[src/rtl/command_assembler_pkg.sv]
// Shared types and constants for the command assembler: buffer geometry,
// ASCII codes, state and character-class enums, and buffer packing helpers.
`timescale 1ns/1ps
package cmd_pkg;

  localparam int CMD_LEN = 5;
  localparam int CNT_W   = 3;
  localparam int CMD_W   = 8 * CMD_LEN;

  typedef logic [CNT_W-1:0]          count_t;
  typedef logic [CMD_LEN-1:0][7:0]   slots_t;

  localparam count_t CMD_LEN_CNT = count_t'(CMD_LEN);

  localparam logic [7:0] ASCII_SPACE      = 8'h20;
  localparam logic [7:0] ASCII_TILDE      = 8'h7E;
  localparam logic [7:0] ASCII_BS         = 8'h08;
  localparam logic [7:0] ASCII_DEL        = 8'h7F;
  localparam logic [7:0] ASCII_CR         = 8'h0D;
  localparam logic [7:0] ASCII_ESC        = 8'h1B;
  localparam logic [7:0] ASCII_UC_A       = 8'h41;
  localparam logic [7:0] ASCII_UC_Z       = 8'h5A;
  localparam logic [7:0] ASCII_LC_A       = 8'h61;
  localparam logic [7:0] ASCII_LC_Z       = 8'h7A;
  localparam logic [7:0] ASCII_PLUS       = 8'h2B;
  localparam logic [7:0] ASCII_MINUS      = 8'h2D;
  localparam logic [7:0] ASCII_STAR       = 8'h2A;
  localparam logic [7:0] ASCII_SLASH      = 8'h2F;
  localparam logic [7:0] ASCII_CASE_DELTA = 8'h20;

  localparam slots_t BLANK_SLOTS = {CMD_LEN{ASCII_SPACE}};

  typedef enum logic [1:0] {
    ST_EMPTY,
    ST_FILL,
    ST_FULL,
    ST_COMMIT
  } state_e;

  typedef enum logic [2:0] {
    CC_PRINTABLE,
    CC_BACKSPACE,
    CC_ENTER,
    CC_ESCAPE,
    CC_OTHER
  } char_class_e;

  // Slot 0 holds the first typed character and lands in the most significant byte.
  function automatic logic [CMD_W-1:0] pack_slots(input slots_t slots);
    logic [CMD_W-1:0] packed_cmd;
    packed_cmd = '0;
    for (int i = 0; i < CMD_LEN; i++) begin
      packed_cmd[CMD_W-8-8*i +: 8] = slots[i];
    end
    return packed_cmd;
  endfunction

  function automatic state_e state_for_count(input count_t cnt);
    state_e st;
    if (cnt == '0) begin
      st = ST_EMPTY;
    end else if (cnt == CMD_LEN_CNT) begin
      st = ST_FULL;
    end else begin
      st = ST_FILL;
    end
    return st;
  endfunction

endpackage

[src/rtl/command_assembler_char_classifier.sv]
// Combinational character classifier; with CMD_ASM_CASE_FOLD_EN defined,
// uppercase letters are folded to lowercase on the stored byte.
`timescale 1ns/1ps
module char_classifier
  import cmd_pkg::*;
(
  input  logic [7:0]  char_in,
  output char_class_e char_class,
  output logic [7:0]  char_folded
);

  always_comb begin
    // NOTE: defaulting every output before the decode keeps this block free of inferred latches.
    char_class = CC_OTHER;
    if (char_in >= ASCII_SPACE && char_in <= ASCII_TILDE) begin
      char_class = CC_PRINTABLE;
    end else if (char_in == ASCII_BS || char_in == ASCII_DEL) begin
      char_class = CC_BACKSPACE;
    end else if (char_in == ASCII_CR) begin
      char_class = CC_ENTER;
    end else if (char_in == ASCII_ESC) begin
      char_class = CC_ESCAPE;
    end
  end

`ifdef CMD_ASM_CASE_FOLD_EN
  always_comb begin
    char_folded = char_in;
    if (char_in >= ASCII_UC_A && char_in <= ASCII_UC_Z) begin
      char_folded = char_in + ASCII_CASE_DELTA;
    end
  end
`else
  assign char_folded = char_in;
`endif

endmodule

[src/rtl/command_assembler.sv]
// Line-editing command assembler: buffers up to five typed characters and
// commits them on Enter. Optional case folding via CMD_ASM_CASE_FOLD_EN.
`timescale 1ns/1ps
module command_assembler
  import cmd_pkg::*;
(
  input  logic             clk,
  input  logic             reset,
  input  logic [7:0]       char_in,
  input  logic             char_valid,
  output logic             char_ready,
  output logic [CMD_W-1:0] command,
  output logic             cmd_valid,
  output logic [CNT_W-1:0] char_count,
  output logic             overflow
);

  state_e           state_q,   state_d;
  count_t           count_q,   count_d;
  slots_t           slots_q,   slots_d;
  logic [CMD_W-1:0] command_q, command_d;
  logic             overflow_q, overflow_d;

  char_class_e      char_class;
  logic [7:0]       char_folded;
  logic             accept;

  char_classifier u_classifier (
    .char_in     (char_in),
    .char_class  (char_class),
    .char_folded (char_folded)
  );

  // Held low while reset is asserted so no transfer is claimed during reset.
  assign char_ready = !reset && (state_q != ST_COMMIT);
  assign accept     = char_valid && char_ready;

  always_comb begin
    state_d    = state_q;
    count_d    = count_q;
    slots_d    = slots_q;
    command_d  = command_q;
    overflow_d = overflow_q;

    if (state_q == ST_COMMIT) begin
      slots_d    = BLANK_SLOTS;
      count_d    = '0;
      overflow_d = 1'b0;
      state_d    = ST_EMPTY;
    end else if (accept) begin
      case (char_class)
        CC_PRINTABLE: begin
          if (count_q < CMD_LEN_CNT) begin
            slots_d[count_q] = char_folded;
            count_d          = count_q + count_t'(1);
          end else begin
            overflow_d = 1'b1;
          end
        end
        CC_BACKSPACE: begin
          if (count_q != '0) begin
            slots_d[count_q - count_t'(1)] = ASCII_SPACE;
            count_d                        = count_q - count_t'(1);
          end
        end
        CC_ESCAPE: begin
          slots_d    = BLANK_SLOTS;
          count_d    = '0;
          overflow_d = 1'b0;
        end
        CC_ENTER: begin
          // Unused trailing slots already hold spaces, so the buffer commits as-is.
          if (count_q != '0) begin
            command_d = pack_slots(slots_q);
            state_d   = ST_COMMIT;
          end
        end
        default: begin
        end
      endcase

      if (state_d != ST_COMMIT) begin
        state_d = state_for_count(count_d);
      end
    end
  end

  always_ff @(posedge clk or posedge reset) begin
    if (reset) begin
      state_q    <= ST_EMPTY;
      count_q    <= '0;
      // NOTE: the buffer is reset deliberately: empty slots must read as spaces when committed.
      slots_q    <= BLANK_SLOTS;
      command_q  <= '0;
      overflow_q <= 1'b0;
    end else begin
      // NOTE: non-blocking assignments so every flop samples the pre-edge values of its peers.
      state_q    <= state_d;
      count_q    <= count_d;
      slots_q    <= slots_d;
      command_q  <= command_d;
      overflow_q <= overflow_d;
    end
  end

  assign command    = command_q;
  assign cmd_valid  = (state_q == ST_COMMIT);
  assign char_count = count_q;
  assign overflow   = overflow_q;

endmodule

[config.mk]
export PLATFORM = sky130hd
export DESIGN_NAME = command_assembler
export DESIGN_NICKNAME = d
export VERILOG_FILES = /design/src/rtl/command_assembler_pkg.sv /design/src/rtl/command_assembler_char_classifier.sv /design/src/rtl/command_assembler.sv
export SDC_FILE = /design/constraint.sdc
export NUM_CORES = 1
export LEC_CHECK = 0
export BUFFER_PORTS_ARGS = -buffer_cell sky130_fd_sc_hd__buf_2
export CAP_MARGIN = 20
export CORE_ASPECT_RATIO = 1.2
export CORE_MARGIN = 2
export CORE_UTILIZATION = 45
export CTS_CLUSTER_DIAMETER = 100
export DETAILED_ROUTE_END_ITERATION = 7
export PLACE_DENSITY = 0.7
export RECOVER_POWER = 50
export SLEW_MARGIN = 0
export SYNTH_ARGS = -nofsm -noshare
export SYNTH_HDL_FRONTEND = slang
export SYNTH_SLANG_ARGS = --single-unit
[constraint.sdc]
create_clock -name clk -period 4.9 [get_ports clk]
set_input_delay 0.735 -clock clk [delete_from_list [all_inputs] [get_ports clk]]
set_output_delay 0.735 -clock clk [all_outputs]
set_load 0.01 [all_outputs]
---- After elaboration in Yosys (flattened, before gate mapping) ----
Index checks and enable logic that the tools add are counted.
Widths: inputs -> output; s select.
storage, ports and cells
  register bits after elaboration ......... 86
  RAM bits ................................ 0
  logic and storage cells ................. 86
  input port bits ......................... 11
  memories ................................ 0
  output and inout port bits .............. 46
  bits in read-only memories .............. 0
  bits in latches ......................... 0
operators by class
  add/sub/neg operators ................... 2
  bitwise operators ....................... 4
  divide/modulo/power cells ............... 0
  reduce and logical (&&, ||, !) cells .... 16
  equality and inequality tests ........... 14
  magnitude comparators ................... 7
  shift operators ......................... 0
  $mul .................................... 0
  muxes and demuxes ....................... 34
operator list
  kind                number
  $mux 40             4
  $pmux 40 s3         1
  $demux 8 s3         2
  $bwmux 40           1
  $and 35x35->35      1
  $not 35->35         1
  $mux 3              10
  $mux 2              9
  $eq 8x4->1 const B  2
  $mux 8              2
  $ne 3x3->1 const B  3
  $pmux 3 s3          1
  $eq 8x5->1 const B  1
  $eq 8x7->1 const B  1
  $ge 8x6->1 const B  1
  $le 8x7->1 const B  1
  $lt 3x4->1 const B  2
  $reduce_and 4->1    2
  $eq 3x2->1 const B  2
  $ge 3x1->1 const B  2
  $logic_not 3->1     2
  $reduce_bool 3->1   2
  $logic_and 1x1->1   5
  $or 5x5->5          1
  15 further kinds    18

---- Depth between registers and ports, before layout ----
  word-level depth ........................ 15
  depth in mapped cells ................... 9
  depth with buffers taken out ............ 8

---- Modules after synthesis ----
A second synthesis with hierarchy kept.
unflattened totals
  cell total of the unflattened synthesis .. 314
  area, all modules ....................... 3918.8 um^2
by module, submodules not included
  module             instances  area an instance (um^2)  cells each
  command_assembler  1          3741.1                   291
  char_classifier    1          177.7                    23

---- Worst setup path before layout ----
OpenSTA, ideal clock, no wires.
  path type ............................... input port to flip-flop
  start ................................... in reset
  end ..................................... reg command_q[0] (netlist: command[0])
  cell stages on the path ................. 5
  arrival ................................. 4.086 ns
  setup slack ............................. 0.689 ns
  setup time .............................. 0.125 ns
  path through ............................ inv_1 > nand3_1 > nor4_1 > clkbuf_1 > mux2_2
between the ends
  cells in the longest elaborated chain, start to end .. 4
ends and longest elaborated chain
  what                               line                      source
  start, declared                    command_assembler.sv:8    input logic reset,
  $logic_not 1->1 (no source line)   --
  $logic_and 1x1->1                  command_assembler.sv:35   assign char_ready = !reset && (state_q != ST_COMMIT);
  $logic_and 1x1->1                  command_assembler.sv:36   assign accept = char_valid && char_ready;
  $reduce_and 4->1 (no source line)  --
  end signal, assigned               command_assembler.sv:101  command_q <= command_d;
  end, declared                      command_assembler.sv:21   logic [CMD_W-1:0] command_q, command_d;
No other way between the ends.
A chain may end at the register's enable or synchronous reset.

---- Worst setup path in the final report ----
  start ................................... in char_in[4]
  end ..................................... reg slots_q[7] (netlist name)
between the ends
  cells in the longest elaborated chain, start to end .. 9
  elaborated cells on any way between the ends .. 22
ends and longest elaborated chain
  what                                line                                     source
  start, declared                     command_assembler.sv:9                   input logic [7:0] char_in,
  $eq 8x5->1                          command_assembler_char_classifier.sv:21  end else if (char_in == ASCII_ESC) begin
  $mux 3                              command_assembler_char_classifier.sv:21
  $mux 3                              command_assembler_char_classifier.sv:19  end else if (char_in == ASCII_CR) begin
  $mux 3                              command_assembler_char_classifier.sv:17  end else if (char_in == ASCII_BS || char_in == ASCII_DEL) begin
  $mux 3 *                            command_assembler_char_classifier.sv:15  if (char_in >= ASCII_SPACE && char_in <= ASCII_TILDE) begin
  $eq 3x2->1 (tied with other cells)  command_assembler.sv:51                  case (char_class)
  $pmux 40 s3                         command_assembler.sv:51
  $mux 40                             command_assembler.sv:50                  end else if (accept) begin
  $mux 40                             command_assembler.sv:45                  if (state_q == ST_COMMIT) begin
  end signal, assigned                command_assembler.sv:100                 slots_q <= slots_d;
  end, declared                       command_assembler.sv:20                  slots_t slots_q, slots_d;
Mark *: on every way between the ends. The rest lies on a longest branch, timed or not. The select of a mux whose other input is x is not followed.

==> summary.md <==
| Metric | Value |
|---|---|
| Outcome | complete, but fails checks |
| Failing checks | capacitance limit, slew limit |
| HP Class | flip-flop to flip-flop |
| Number of CTS-inserted buffers | 9 |
| TritonCTS clock tree | built |
| Area growth, synth to finish | 12.71% |
| Die Ht | 107.1 um |
| First DRT Iteration DRCs | 223 |
| DP Wirelength | 6480 um |
| Largest net degree at the start of global routing | 47 |
| Register share of total power | 47.6% |
| Layout Cells excl Fill | 515 |
| IO Pins | 57 |
| Core area | 8611 um^2 |
| Synth async-reset ratio | 100.0% |
| Sequential share of the synthesized area | 54.14% |
| Synth warn | 0 |
| Netlist Area Pre-Place | 3986 um^2 |
| Initial Util | 46.29% |
| Peak supply drop | 0.0001713 V |
| Hold depth | 2 |
| RSZ-0062 raised after global routing | no |
| Worst flop-to-flop path endpoint | slots_q[7]$_DFFE_PP0P_ |
| Fin crit period | 3213 ps |
| Synth cell types | 59 |
| Fin nets | 407 |
| Clk slew on worst S/H paths | 80 ps |
| Internal | 1.345 mW |
| Sw Share | 35.47% |
| First-pass GRT wire length | 14,760 um |
| Final wirelength | 9127 um |
| Clock sink total | 86 |
| Final setup violation count | 0 |
| Critical-path cell list | buf_2, or3_4, nor4_1, o21ai_1, a32oi_2, o221ai_1, and2_1 |
| Clock skew | 9.538 ps |
| Drt via density | 5.810 |
| Synthesized area per cell | 11.62 um^2 |
| Die footprint | 9631 um^2 |
| Max-cap viol count | 1 |
| Hold_sp | slots_q[29]$_DFFE_PP1P_ |
| Initial antenna violation count | 0 |
| Final-report max-slew violation count | 42 |
| Worst skew pair latency | 370 ps |
| Leading cell types in the layout, fill and taps excluded | dfrtp_1, clkbuf_1, mux2_2, nand2_1, nor2_1 |
| Post-CTS setup buffers | 0 |
| H-Tree Level Count | 3 |
| Register bit count reported by yosys | 86 |
| Aggregate global-route resource usage | 19.55% |
| Post-Syn Nets | 357 |
| Number of I/O port buffers | 56 |
| Max Root-Sink Buffers | 2 |
| Root Buffer | clkbuf_8 |
| Mapped Cells | 343 |
| Fmax achieved | 311.2 MHz |
| Share of layout cells above drive strength 1 | 24.12% |
| Core Rows | 37 |
| Final Hold Fails | 0 |
| Critical Path Sink Type | flip-flop |
| CP max stage delay | 660 ps |
| CTS resizes | 0 |
| CP required | 5160 ps |
| N_diodes | 0 |
| Net switching power | 739.3 uW |
| Cts-stage hold buffer count | 0 |
| PwrDens | 463.9 nW/um^2 |
| Drt wl/cell | 17.72 um |
| First drt pass iteration count | 5 |
| Post-route DRC | 0 |
| Tot Pwr | 2.084 mW |
| Worst reg2reg setup slack | 1820 ps |
| Synth Flop Type | dfrtp_1 |
| Rel. slew slack | -40.29% |
| WS Path Type | input port to flip-flop |
| Startpoint Class | input port |
| Util after Layout | 52.18% |
| Comb pwr share | 29.4% |
| Crit path arrival time | 3470 ps |
| Cell leakage power | 2.013 nW |
| Commonest non-fill, non-tap cell in the layout | dfrtp_1 |
| Hold endpoint | slots_q[29]$_DFFE_PP1P_ |
| Final setup TNS | 0 ps |
| Chip width | 89.92 um |
| Measured slew at the worst slew-check pin | 2104 ps |
| Via count | 2,992 |
| Cells on worst reg2reg path | 7 |
| Tcrit/Tclk final | 65.58% |
| Clock Power Share | 23.0% |
| Hold slack | 474.1 ps |
| Grt total ovfl | 0 |
| CP max stage cell | a32oi_2 |
| Critical-path maximum fanout | 16 |
| EDFF count, synth | 0 |
| Antenna viol nets, final | 0 |
| Reg2Reg Launch Point | char_count[0]$_DFFE_PP0P_ |
| Dpl cells | 498 |
| RD Place Congestion | 0.9106 |
| Number of global-route vias before repair | 2,895 |
-- worst max-delay path, delay by kind of cell --
kind / cells / cell delay, ps
AND/OR/NAND/NOR: 3 / 1210
AO/OA/AOI/OAI: 3 / 1350
buffers and inverters: 1 / 160
-- state kept, by name (all words and copies together), names as in the netlist --
name,count
command,40
slots_q,40
char_count,3
state_q,2
overflow,1
-- area by class of cell --
cell class | instances | area (um^2)
tap | 117 | 146.4
multi-input combinational | 224 | 1693
sequential | 86 | 2158
fill | 809 | 4118
timing repair buffer | 61 | 259.0
clock buffer | 13 | 168.9
clock inverter | 3 | 25.02
inverter | 11 | 42.54
-- power groups by stage --
stage                     Combinational [mW]  Sequential [mW]  Clock [mW]
after detailed placement               0.605             1.00           0
after floorplan                        0.497            0.947           0
final                                  0.612            0.992       0.480
after CTS                              0.609            0.990       0.494
after global routing                   0.675             1.01       0.528
after global placement                 0.603            0.998           0
-- synth_stat cells, types with 3 or more instances --
cell type  count  area share [%]
nand2_1       20             1.9
o21ai_0       13             1.6
ha_1           3            0.94
nand4_1        4            0.63
and2_1         7             1.1
o221a_2        3            0.85
or3_1          3            0.47
o2bb2ai_1     10             2.2
dfrtp_1       81              51
dfstp_2        5             3.3
mux2_2        40              11
a22o_1        12             2.6
buf_2          5            0.63
clkbuf_1      15             1.4
nand2b_1       3            0.47
a21oi_1       10             1.3
o31ai_1        4            0.75
a221oi_1       5             1.1
nor3_1        11             1.4
inv_1         10            0.94
o32a_1         3            0.75
nand3_1       13             1.6
and3_1         5            0.78
or2_2          3            0.47
nor2_1        15             1.4
-- stage by stage --
step	cell area, um^2	worst slack [ps]
floorplan	3986	689.0
global placement	4350	1480
detailed placement	4350	1371
CTS	4544	1766
global route	4493	1089
finish	4493	1687
-- how the worst max path moves through the flow --
stage | endpoint | slack (ps) | start
floorplan | command[0]$_DFFE_PP0P_ | 690 | reset
global placement | slots_q[7]$_DFFE_PP0P_ | 1480 | char_in[4]
detailed placement | slots_q[7]$_DFFE_PP0P_ | 1370 | char_in[4]
CTS | slots_q[7]$_DFFE_PP0P_ | 1770 | char_in[4]
global route | command[5]$_DFFE_PP0P_ | 1090 | reset
finish | slots_q[7]$_DFFE_PP0P_ | 1690 | char_in[4]
-- kinds of logic (layout without fill, tap and decap cells) --
| family | after synthesis | in the layout | share of synthesized area, % |
|---|---|---|---|
| and+or+nand+nor | 94 | 94 | 12.40 |
| DFF | 86 | 86 | 54.14 |
| AOI/OAI and AO/OA | 84 | 84 | 17.01 |
| muxes | 40 | 40 | 11.30 |
| buffers and inverters | 33 | 88 | 3.547 |
| adders and majority gates | 3 | 3 | 0.9417 |
| xor gates and xnor gates | 3 | 3 | 0.6593 |
-- metal layers --
layer / vias up / track usage, % / wire length (um) / part of all wire, %
met2: 108 / 31.55 / 4344 / 48
met3: 28 / 4.006 / 401 / 4.4
met1: 1474 / 25.39 / 4150 / 45
li1: 1382 / - / - / -
met5: - / 0 / 0 / 0
met4: 0 / 9.451 / 231 / 2.5
Power figures use the tool's default switching activity.
